File: src/rtl/uart_tx_arbiter_pkg.sv
// Shared types and helpers for the UART transmit arbiter: FSM states, frame timing, one-hot decode.
package uart_tx_arbiter_pkg;

  // 8N1 frame: start bit, 8 data bits, stop bit
  localparam int unsigned UART_FRAME_BITS = 10;

  typedef enum logic [1:0] {
    ST_IDLE   = 2'd0,
    ST_ACCEPT = 2'd1,
    ST_BUSY   = 2'd2
  } arb_state_e;

  function automatic int unsigned frame_clks(input int unsigned clks_per_bit);
    return UART_FRAME_BITS * (clks_per_bit + 1);
  endfunction

  function automatic logic [2:0] onehot_to_idx(input logic [7:0] oh);
    logic [2:0] idx;
    idx = '0;
    for (int i = 0; i < 8; i++) begin
      if (oh[i]) idx = 3'(i);
    end
    return idx;
  endfunction

endpackage

File: src/rtl/uart_tx_arbiter_if.sv
// Requester-side byte handshake plus transmitter drive and status, shared by arbiter and its users.
interface uart_tx_arbiter_if #(
  parameter int unsigned NUM_REQ = 4
);
  logic [NUM_REQ-1:0]   i_Req_Valid;
  logic [8*NUM_REQ-1:0] i_Req_Byte;
  logic [NUM_REQ-1:0]   i_Req_Last;
  logic [NUM_REQ-1:0]   o_Req_Ready;
  logic                 o_TX_DV;
  logic [7:0]           o_TX_Byte;
  logic [NUM_REQ-1:0]   o_Grant;
  logic                 o_Locked;
  logic                 o_Busy;
  logic                 o_Lock_Timeout;

  modport master (
    output i_Req_Valid, i_Req_Byte, i_Req_Last,
    input  o_Req_Ready, o_TX_DV, o_TX_Byte, o_Grant, o_Locked, o_Busy, o_Lock_Timeout
  );

  modport slave (
    input  i_Req_Valid, i_Req_Byte, i_Req_Last,
    output o_Req_Ready, o_TX_DV, o_TX_Byte, o_Grant, o_Locked, o_Busy, o_Lock_Timeout
  );
endinterface

File: src/rtl/uart_tx_arbiter_rr_core.sv
// Combinational round-robin pick: first eligible request at or above the pointer, wrapping.
module uart_tx_arbiter_rr_core #(
  parameter  int unsigned NUM_REQ = 4,
  localparam int unsigned PTR_W   = $clog2(NUM_REQ)
) (
  input  logic [NUM_REQ-1:0] req_i,
  input  logic [PTR_W-1:0]   ptr_i,
  input  logic [NUM_REQ-1:0] mask_i,
  output logic [NUM_REQ-1:0] gnt_c,
  output logic               gnt_valid_c
);

  logic [NUM_REQ-1:0] elig;
  logic [PTR_W-1:0]   idx;

  always_comb begin
    elig        = req_i & mask_i;
    gnt_c       = '0;
    gnt_valid_c = 1'b0;
    idx         = '0;
    for (int unsigned i = 0; i < NUM_REQ; i++) begin
      idx = PTR_W'((32'(ptr_i) + i) % NUM_REQ);
      if (!gnt_valid_c && elig[idx]) begin
        gnt_c[idx]  = 1'b1;
        gnt_valid_c = 1'b1;
      end
    end
  end

endmodule

File: src/rtl/uart_tx_arbiter.sv
// Shares one 8N1 UART transmitter among NUM_REQ byte sources with round-robin
// arbitration, per-message locking, lock timeout and an internal frame timer.
module uart_tx_arbiter
  import uart_tx_arbiter_pkg::*;
#(
  parameter int unsigned NUM_REQ      = 4,
  parameter int unsigned CLKS_PER_BIT = 217,
  parameter int unsigned GAP_CLKS     = 0,
  parameter int unsigned LOCK_TIMEOUT = 65535
) (
  input logic              i_Clock,
  input logic              i_Reset,
  uart_tx_arbiter_if.slave bus
);

  localparam int unsigned FRAME_CLKS = frame_clks(CLKS_PER_BIT);
  localparam int unsigned BUSY_CLKS  = FRAME_CLKS + GAP_CLKS;
  localparam int unsigned TMR_W      = $clog2(BUSY_CLKS + 1);
  localparam int unsigned PTR_W      = $clog2(NUM_REQ);
  localparam int unsigned CNT_W      = (LOCK_TIMEOUT > 0) ? $clog2(LOCK_TIMEOUT + 1) : 1;

  arb_state_e         state_q, state_d;
  logic [TMR_W-1:0]   tmr_q, tmr_d;
  logic [PTR_W-1:0]   ptr_q, ptr_d;
  logic               lock_q, lock_d;
  logic [NUM_REQ-1:0] grant_q, grant_d;
  logic [CNT_W-1:0]   cnt_q, cnt_d;
  logic [NUM_REQ-1:0] ready_q, ready_d;
  logic               dv_q, dv_d;
  logic [7:0]         byte_q, byte_d;
  logic               tmo_q, tmo_d;
  logic               busy_q, busy_d;

  logic [NUM_REQ-1:0] mask_c, pick_c;
  logic               pick_vld_c;
  logic [PTR_W-1:0]   owner_idx_c;
  logic               owner_vld_c, owner_last_c, tmo_hit_c;
  logic [7:0]         owner_byte_c;

  function automatic logic [PTR_W-1:0] ptr_inc(input logic [PTR_W-1:0] p);
    return (32'(p) == NUM_REQ - 1) ? '0 : p + PTR_W'(1);
  endfunction

  // A held lock restricts eligibility to the current owner
  assign mask_c       = lock_q ? grant_q : {NUM_REQ{1'b1}};
  assign owner_idx_c  = PTR_W'(onehot_to_idx(8'(grant_q)));
  assign owner_vld_c  = |(bus.i_Req_Valid & grant_q);
  assign owner_last_c = bus.i_Req_Last[owner_idx_c];
  assign owner_byte_c = bus.i_Req_Byte[{owner_idx_c, 3'b000} +: 8];
  assign tmo_hit_c    = (LOCK_TIMEOUT != 0) && lock_q && !owner_vld_c &&
                        ((32'(cnt_q) + 32'd1) == LOCK_TIMEOUT);

  uart_tx_arbiter_rr_core #(.NUM_REQ(NUM_REQ)) u_rr_core (
    .req_i       (bus.i_Req_Valid),
    .ptr_i       (ptr_q),
    .mask_i      (mask_c),
    .gnt_c       (pick_c),
    .gnt_valid_c (pick_vld_c)
  );

  always_comb begin
    state_d = state_q;
    tmr_d   = tmr_q;
    ptr_d   = ptr_q;
    lock_d  = lock_q;
    grant_d = grant_q;
    cnt_d   = cnt_q;
    ready_d = '0;
    dv_d    = 1'b0;
    byte_d  = byte_q;
    tmo_d   = 1'b0;

    // Stall counter only advances in IDLE while a lock waits on a silent owner
    if (!lock_q || owner_vld_c) begin
      cnt_d = '0;
    end else if (state_q == ST_IDLE) begin
      cnt_d = cnt_q + CNT_W'(1);
    end

    case (state_q)
      ST_IDLE: begin
        if (state_q == ST_IDLE && tmo_hit_c) begin
          lock_d = 1'b0;
          tmo_d  = 1'b1;
          ptr_d  = ptr_inc(owner_idx_c);
          cnt_d  = '0;
        end else if (pick_vld_c) begin
          grant_d = pick_c;
          ready_d = pick_c;
          state_d = ST_ACCEPT;
        end
      end
      ST_ACCEPT: begin
        if (owner_vld_c) begin
          byte_d  = owner_byte_c;
          dv_d    = 1'b1;
          tmr_d   = TMR_W'(BUSY_CLKS);
          state_d = ST_BUSY;
          if (owner_last_c) begin
            lock_d = 1'b0;
            ptr_d  = ptr_inc(owner_idx_c);
          end else begin
            lock_d = 1'b1;
          end
        end else begin
          state_d = ST_IDLE;
        end
      end
      ST_BUSY: begin
        if (tmr_q != '0) tmr_d = tmr_q - TMR_W'(1);
        if (tmr_q <= TMR_W'(1)) state_d = ST_IDLE;
      end
      default: state_d = ST_IDLE;
    endcase

    busy_d = (state_d == ST_BUSY);
  end

  // Reset parks in BUSY with a full reload so a frame already on the wire drains
  always_ff @(posedge i_Clock) begin
    if (i_Reset) begin
      state_q <= ST_BUSY;
      tmr_q   <= TMR_W'(BUSY_CLKS);
      ptr_q   <= '0;
      lock_q  <= 1'b0;
      grant_q <= '0;
      cnt_q   <= '0;
      ready_q <= '0;
      dv_q    <= 1'b0;
      byte_q  <= '0;
      tmo_q   <= 1'b0;
      busy_q  <= 1'b1;
    end else begin
      state_q <= state_d;
      tmr_q   <= tmr_d;
      ptr_q   <= ptr_d;
      lock_q  <= lock_d;
      grant_q <= grant_d;
      cnt_q   <= cnt_d;
      ready_q <= ready_d;
      dv_q    <= dv_d;
      byte_q  <= byte_d;
      tmo_q   <= tmo_d;
      busy_q  <= busy_d;
    end
  end

  assign bus.o_Req_Ready    = ready_q;
  assign bus.o_TX_DV        = dv_q;
  assign bus.o_TX_Byte      = byte_q;
  assign bus.o_Grant        = grant_q;
  assign bus.o_Locked       = lock_q;
  assign bus.o_Busy         = busy_q;
  assign bus.o_Lock_Timeout = tmo_q;

endmodule

File: src/flat_wrapper.sv
// flat-port wrapper written by rule: the top's interface ports become plain ports
module uart_tx_arbiter_flat import uart_tx_arbiter_pkg::*;
#(
  parameter int unsigned NUM_REQ      = 4,
  parameter int unsigned CLKS_PER_BIT = 217,
  parameter int unsigned GAP_CLKS     = 0,
  parameter int unsigned LOCK_TIMEOUT = 65535
)
  (i_Clock, i_Reset, bus_i_Req_Valid, bus_i_Req_Byte, bus_i_Req_Last, bus_o_Req_Ready, bus_o_TX_DV, bus_o_TX_Byte, bus_o_Grant, bus_o_Locked, bus_o_Busy, bus_o_Lock_Timeout);
  uart_tx_arbiter_if #(.NUM_REQ(NUM_REQ)) bus_i ();
  input logic i_Clock;
  input logic i_Reset;
  input wire logic [$bits(bus_i.i_Req_Valid)-1:0] bus_i_Req_Valid;
  input wire logic [$bits(bus_i.i_Req_Byte)-1:0] bus_i_Req_Byte;
  input wire logic [$bits(bus_i.i_Req_Last)-1:0] bus_i_Req_Last;
  output wire logic [$bits(bus_i.o_Req_Ready)-1:0] bus_o_Req_Ready;
  output wire logic [$bits(bus_i.o_TX_DV)-1:0] bus_o_TX_DV;
  output wire logic [$bits(bus_i.o_TX_Byte)-1:0] bus_o_TX_Byte;
  output wire logic [$bits(bus_i.o_Grant)-1:0] bus_o_Grant;
  output wire logic [$bits(bus_i.o_Locked)-1:0] bus_o_Locked;
  output wire logic [$bits(bus_i.o_Busy)-1:0] bus_o_Busy;
  output wire logic [$bits(bus_i.o_Lock_Timeout)-1:0] bus_o_Lock_Timeout;
  assign bus_i.i_Req_Valid = bus_i_Req_Valid;
  assign bus_i.i_Req_Byte = bus_i_Req_Byte;
  assign bus_i.i_Req_Last = bus_i_Req_Last;
  assign bus_o_Req_Ready = bus_i.o_Req_Ready;
  assign bus_o_TX_DV = bus_i.o_TX_DV;
  assign bus_o_TX_Byte = bus_i.o_TX_Byte;
  assign bus_o_Grant = bus_i.o_Grant;
  assign bus_o_Locked = bus_i.o_Locked;
  assign bus_o_Busy = bus_i.o_Busy;
  assign bus_o_Lock_Timeout = bus_i.o_Lock_Timeout;
  uart_tx_arbiter #(.NUM_REQ(NUM_REQ), .CLKS_PER_BIT(CLKS_PER_BIT), .GAP_CLKS(GAP_CLKS), .LOCK_TIMEOUT(LOCK_TIMEOUT)) u_core (.i_Clock(i_Clock), .i_Reset(i_Reset), .bus(bus_i));
endmodule
File: config.mk
export PLATFORM = sky130hd
export DESIGN_NAME = uart_tx_arbiter_flat
export DESIGN_NICKNAME = d
export VERILOG_FILES = /design/src/rtl/uart_tx_arbiter_pkg.sv /design/src/rtl/uart_tx_arbiter_if.sv /design/src/rtl/uart_tx_arbiter_rr_core.sv /design/src/rtl/uart_tx_arbiter.sv /design/src/flat_wrapper.sv
export SDC_FILE = /design/constraint.sdc
export NUM_CORES = 1
export LEC_CHECK = 0
export BUFFER_PORTS_ARGS = -buffer_cell sky130_fd_sc_hd__buf_2
export CAP_MARGIN = 30
export CORE_MARGIN = 2
export CORE_UTILIZATION = 25
export CTS_CLUSTER_DIAMETER = 120
export DETAILED_ROUTE_END_ITERATION = 10
export GPL_ROUTABILITY_DRIVEN = 1
export PLACE_DENSITY = 0.42
export SLEW_MARGIN = 20
export SYNTH_ARGS = -nofsm -noshare
export SYNTH_HDL_FRONTEND = slang
export SYNTH_SLANG_ARGS = --single-unit
File: constraint.sdc
create_clock -name i_Clock -period 5.16 [get_ports i_Clock]
set_clock_uncertainty 0.05 [all_clocks]
set_input_delay 0.516 -clock i_Clock [delete_from_list [all_inputs] [get_ports i_Clock]]
set_output_delay 0.516 -clock i_Clock [all_outputs]
set_load 0.01 [all_outputs]
; Word-level counts from Yosys, hierarchy flattened
; Cells that the tools add are included.
[op_classes]
n_mul = 0
eq_ne = 9
magnitude_cmp = 10
reduce_logical = 29
n_bitwise = 9
addsub = 7
mux = 53
div = 0
n_shift = 1
[ops]
columns = op, n
row1 = $mux 16, 4
row2 = $eq 32x16->1 const B, 1
row3 = $shiftx 32x6->8, 1
row4 = $mux 12, 2
row5 = $pmux 12 s2, 1
row6 = $mux 2, 10
row7 = $mux 4, 5
row8 = $mux 1, 19
row9 = $add 16x1->17 const B, 1
row10 = $add 16x1->16 const B, 1
row11 = $lt 2x3->1 const B, 5
row12 = $le 12x1->1 const B, 1
row13 = $or 4x4->4, 3
row14 = $reduce_bool 12->1, 1
row15 = $sub 12x1->12 const B, 1
row16 = $bmux 1 s2, 5
row17 = $logic_and 1x1->1, 10
row18 = $reduce_and 3->1, 3
row19 = $and 4x4->4, 2
row20 = $demux 1 s2, 4
row21 = $ge 2x1->1 const B, 4
row22 = $reduce_or 4->1, 2
row23 = $eq 2x2->1 const B, 3
row24 = $ne 2x1->1 const B, 3
row25 = other kinds (15), 26
[word_totals]
memories = 0
regBits = 52
mem_bits_rw = 0
latchBits = 0
wordCells = 129
output_inout_bits = 20
input_bits = 42
mem_bits_ro = 0

; Logic depth before layout (Yosys ltp)
[logic_depth]
ltp_word = 18
ltp_mapped = 10
depth_no_buf = 8

; By module
; Synthesis repeated with hierarchy kept, for this count alone.
[hier_totals]
hier_cells = 383
area_unflattened_um2 = 3126.7
[modules_own_cells]
columns = module, area_each_um2, seq_area_each_um2, cells_each, n_inst
row1 = uart_tx_arbiter, 2727.6, 1041.0, 337, 1
row2 = uart_tx_arbiter_rr_core, 399.1, 0.0, 46, 1

; Worst setup path after synthesis
; Ideal clock, no wire load.
[synth_path]
path_kind = reg-to-reg
start = register u_core.cnt_q[1]
end = register u_core.cnt_q[8]
setup_ns = 0.115
arrival_ns = 2.222
synth_period_minus_slack_ns = 2.387
slack_ns = 2.773
n_path_buf = 1
path_stages_with_launch = 9
cell_sequence = dfxtp_1 > ha_1 > nand3_1 > or4_1 > a2111oi_2 > o311a_2 > a21bo_4 > buf_6 > nor2_1
[synth_via]
elab_chain_len = 6
word_cells_on_any_way = 9
classes_between = add/sub (2) / eq/ne (1) / mux (4) / reduce/logical (2)
[synth_lines]
columns = element, line_no
row1 = "start, declared", uart_tx_arbiter.sv:27  ; logic [CNT_W-1:0] cnt_q, cnt_d;
row2 = "start signal, assigned", uart_tx_arbiter.sv:139  ; cnt_q <= cnt_d;
row3 = $add 16x1->17, uart_tx_arbiter.sv:51  ; ((32'(cnt_q) + 32'd1) == LOCK_TIMEOUT);
row4 = $eq 32x16->1, uart_tx_arbiter.sv:51
row5 = $logic_and 1x1->1, uart_tx_arbiter.sv:50  ; assign tmo_hit_c = (LOCK_TIMEOUT != 0) && lock_q && !owner_vld_c &&
row6 = $logic_and 1x1->1, uart_tx_arbiter.sv:82  ; if (state_q == ST_IDLE && tmo_hit_c) begin
row7 = $mux 16, uart_tx_arbiter.sv:82
row8 = $mux 16 (*), uart_tx_arbiter.sv:80  ; case (state_q)
; Every way passes the cells marked *; elsewhere a longest branch is shown, timed or not.
; A chain may end at the register's enable or synchronous reset.

; Final worst setup path
[layout_path]
start = register u_core.cnt_q[0]
end = register u_core.cnt_q[9]
; The elaborated chain is that of the path after synthesis.

==> impl_metrics.tcl <==
set metrics [dict create \
    antenna_found_initial 0 \
    rsz0062_at_grt "no" \
    max_slew.worst_pin.slew_ns 0.898 \
    hold_fix_buffers_at_cts 0 \
    ys_warn_count 0 \
    ordered_list_of_cells_on_the_worst_path "ha_1 > nand3_1 > or4_1 > a2111oi_2 > o311a_2 > a21bo_4 > nor2_1" \
    die_w_um 114 \
    synthFlopType "dfxtp_1" \
    critical_path.slowest_cell "dfxtp_1" \
    clock_insertion_delay_worst_skew_ns 0.29 \
    finalWorstPathRequiredPeriod_ns 2.69 \
    synth_enable_flop_cells 0 \
    gr-total-overflow 0 \
    hold_path_class "reg2reg" \
    irDropWorstVdd_uv 114 \
    ctsResizeCount 0 \
    final.hold.worst_slack_ns 0.443 \
    worst-path-max-fanout 16 \
    setup.worst_path.start_class "register" \
    gp_routability_congestion 0.800 \
    hpwlAfterDp_um 5310 \
    layout-area-overhead-vs-synth_pct 19.4 \
    io_pins 62 \
    async_flop_share 0 \
    run_status "finished clean" \
    critical-path-top-delay-family "compound AO/OA/AOI/OAI gates" \
    ys_ff_latch 52 \
    report.final.hold_viol_count 0 \
    design.core.area_sq_um 11900 \
    vias 2634 \
    timing.final.ws_setup_ns 2.47 \
    route.top_layer_used "met4" \
    min_period_over_period 0.521 \
    finalSetupViolCount 0 \
    finalWirelength_um 7410 \
    category_of_the_most_critical_setup_path "reg2reg" \
    max_cap_violations 0 \
    arrival_ns 2.81 \
    report.final.slew_viol_count 0 \
    fin_total_pwr_uw 912 \
    critPathCaptureType "register" \
    detail_route.iter0.violations 112 \
    rr_startpoint "u_core.cnt_q[0]$_SDFF_PP0_" \
    number_of_clock_buffers_inserted_by_tritoncts 5 \
    pre_cts_ws_ns 2.48 \
    slew-limit-headroom 0.401 \
    htree_levels 2 \
    synth_area_per_cell_sq_um 8.16 \
    clock_net_sink_count 52 \
    global_route_wire_length_before_repair_um 12500 \
    syn_inst 371 \
    final_layout_size_suffix_gt1_frac 0.197 \
    cts_tree "done" \
    viasPerCell 4.64 \
    count_of_tritonroute_iterations_in_the_first_routing_pass 6 \
    root_buffer "clkbuf_16" \
    cts.path.max_buffers 2 \
    die_outline_height_um 114 \
    grt_start_max_net_pins 28 \
    antenna_cells_inserted 0 \
    setup_tns_ns 0 \
    post-cts-setup-buffer-count 0 \
    seq_area_frac_synth 0.344 \
    buffer_ports.inserted 61 \
    clock_pin_slew_on_the_worst_setup_and_hold_paths_ns 0.07 \
    synthesis.area_sq_um 3030 \
    design.final.nets 471 \
    floorplan.initialDensity 0.254 \
    worstPathRequired_ns 5.29 \
    route.detailed.wl_per_inst_um 13.1 \
    cellPowerDensity_nw_per_um2 252 \
    p_leak_nw 1.31 \
    drt.antenna.violating_nets 0 \
    track_usage 0.117 \
    setup.worst_path.start "u_core.cnt_q[0]$_SDFF_PP0_" \
    design_area_sq_um 3620 \
    first_global_vias 2538 \
    wl_met3_um 252 \
    worst_hold_startpoint "u_core.tmr_q[11]$_SDFFE_PP1P_" \
    die_area_sq_um 13000 \
    postPlaceCellArea_sq_um 3430 \
    residual_drc_count 0 \
    met2_length_um 3320 \
    std_cell_rows 40 \
    drt-met1-wl_um 3780 \
    path_buf_inv 0 \
    post_synth_num_cell_types 55 \
    cp_slowest_stage_delay_ns 0.50 \
    fmax_mhz 372 \
    synth.net_count 421 \
]
cells by family (layout without fill, tap and decap cells):
| group | Yosys count | count (layout) | synth area share |
|---|---|---|---|
| flops | 52 | 52 | 0.344 |
| mux | 21 | 21 | 0.0702 |
| buf+inv | 29 | 79 | 0.0434 |
| compound gates | 77 | 77 | 0.177 |
| xor+xnor | 26 | 26 | 0.0752 |
| simple gates | 158 | 158 | 0.258 |
| fa+ha+maj | 8 | 8 | 0.0330 |
flip-flops by register name, summed over array words and instances (netlist names):
name                       cells
u_core.bus.o_Busy              1
u_core.bus.o_Grant             4
u_core.bus.o_Lock_Timeout      1
u_core.bus.o_Locked            1
u_core.bus.o_Req_Ready         4
u_core.bus.o_TX_Byte           8
u_core.bus.o_TX_DV             1
u_core.cnt_q                  16
u_core.ptr_q                   2
u_core.state_q                 2
u_core.tmr_q                  12
final timing paths:
kind,slack [ns],depth (start not counted),to
worst max register to register,2.47,7,u_core.cnt_q[9]$_SDFF_PP0_
worst min-delay path,0.44,1,u_core.tmr_q[11]$_SDFFE_PP1P_
worst min register to register,0.44,1,u_core.tmr_q[11]$_SDFFE_PP1P_
worst max-delay path,2.47,7,u_core.cnt_q[9]$_SDFF_PP0_
where the power goes:
| group | switching [mW] | internal, mW |
|---|---|---|
| clock | 0.149 | 0.275 |
| sequential | 0.00667 | 0.409 |
| combinational | 0.0359 | 0.0352 |
| total | 0.192 | 0.720 |
metrics by stage:
stage | utilization | instances
after floorplan | - | 371
after detailed placement | 0.288 | 561
after CTS | 0.304 | 568
after global routing | 0.304 | 568
final | 0.304 | 568
after global placement | 0.288 | 561
worst reg2reg max path, cell delays in order (launching register included):
cell and delay, ns:
dfxtp_1 0.50, ha_1 0.33, nand3_1 0.20, or4_1 0.46, a2111oi_2 0.38, o311a_2 0.30, a21bo_4 0.28, nor2_1 0.08
area by class of cell:
| class | count | area [sq um] |
|---|---|---|
| Fill cell | 1285 | 8290 |
| Sequential cell | 52 | 1040 |
| Clock inverter | 2 | 60.1 |
| Timing Repair Buffer | 62 | 313 |
| Clock buffer | 5 | 125 |
| Multi-Input combinational cell | 290 | 1860 |
| Tap cell | 147 | 184 |
| Inverter | 10 | 37.5 |
layer usage:
layer | vias up | GRT usage
met5 | - | 0
met3 | 6 | 0.0217
met1 | 1154 | 0.163
met4 | 0 | 0.0333
li1 | 1418 | -
met2 | 56 | 0.186
cell usage after synthesis (3+ instances only):
library cell	number	share of area
a222oi_1	4	0.013
a21oi_1	25	0.041
o21ai_0	12	0.020
nor4_1	6	0.012
nand4_1	6	0.012
or2_2	3	0.0062
nor2b_1	11	0.023
xnor2_1	13	0.038
dfxtp_1	52	0.34
a211o_1	4	0.012
ha_1	8	0.033
nand3b_1	4	0.0099
buf_2	3	0.0050
o211ai_1	9	0.022
or4_1	3	0.0074
nand2b_1	6	0.012
nand3_1	11	0.018
nor2_1	57	0.071
clkbuf_1	11	0.014
nand2_1	32	0.040
a311oi_1	5	0.014
nor3_1	6	0.0099
inv_1	10	0.012
mux2i_1	19	0.063
xor2_1	13	0.038
cell usage in the layout (no fill, tap or decap), types with 4 or more instances in the layout:
cell type | Yosys | routed
inv_1 | 10 | 10
xnor2_1 | 13 | 13
nand3b_1 | 4 | 4
nor2b_1 | 11 | 11
nand3_1 | 11 | 11
nand2_1 | 32 | 32
mux2i_1 | 19 | 19
o211ai_1 | 9 | 9
a222oi_1 | 4 | 4
a211o_1 | 4 | 4
nand2b_1 | 6 | 6
a21oi_1 | 25 | 25
clkbuf_16 | 0 | 5
nand4_1 | 6 | 6
nor3_1 | 6 | 6
buf_2 | 3 | 61
ha_1 | 8 | 8
dfxtp_1 | 52 | 52
o21ai_0 | 12 | 12
nor2_1 | 57 | 57
xor2_1 | 13 | 13
a311oi_1 | 5 | 5
nor4_1 | 6 | 6
Power figures use the tool's default switching activity.
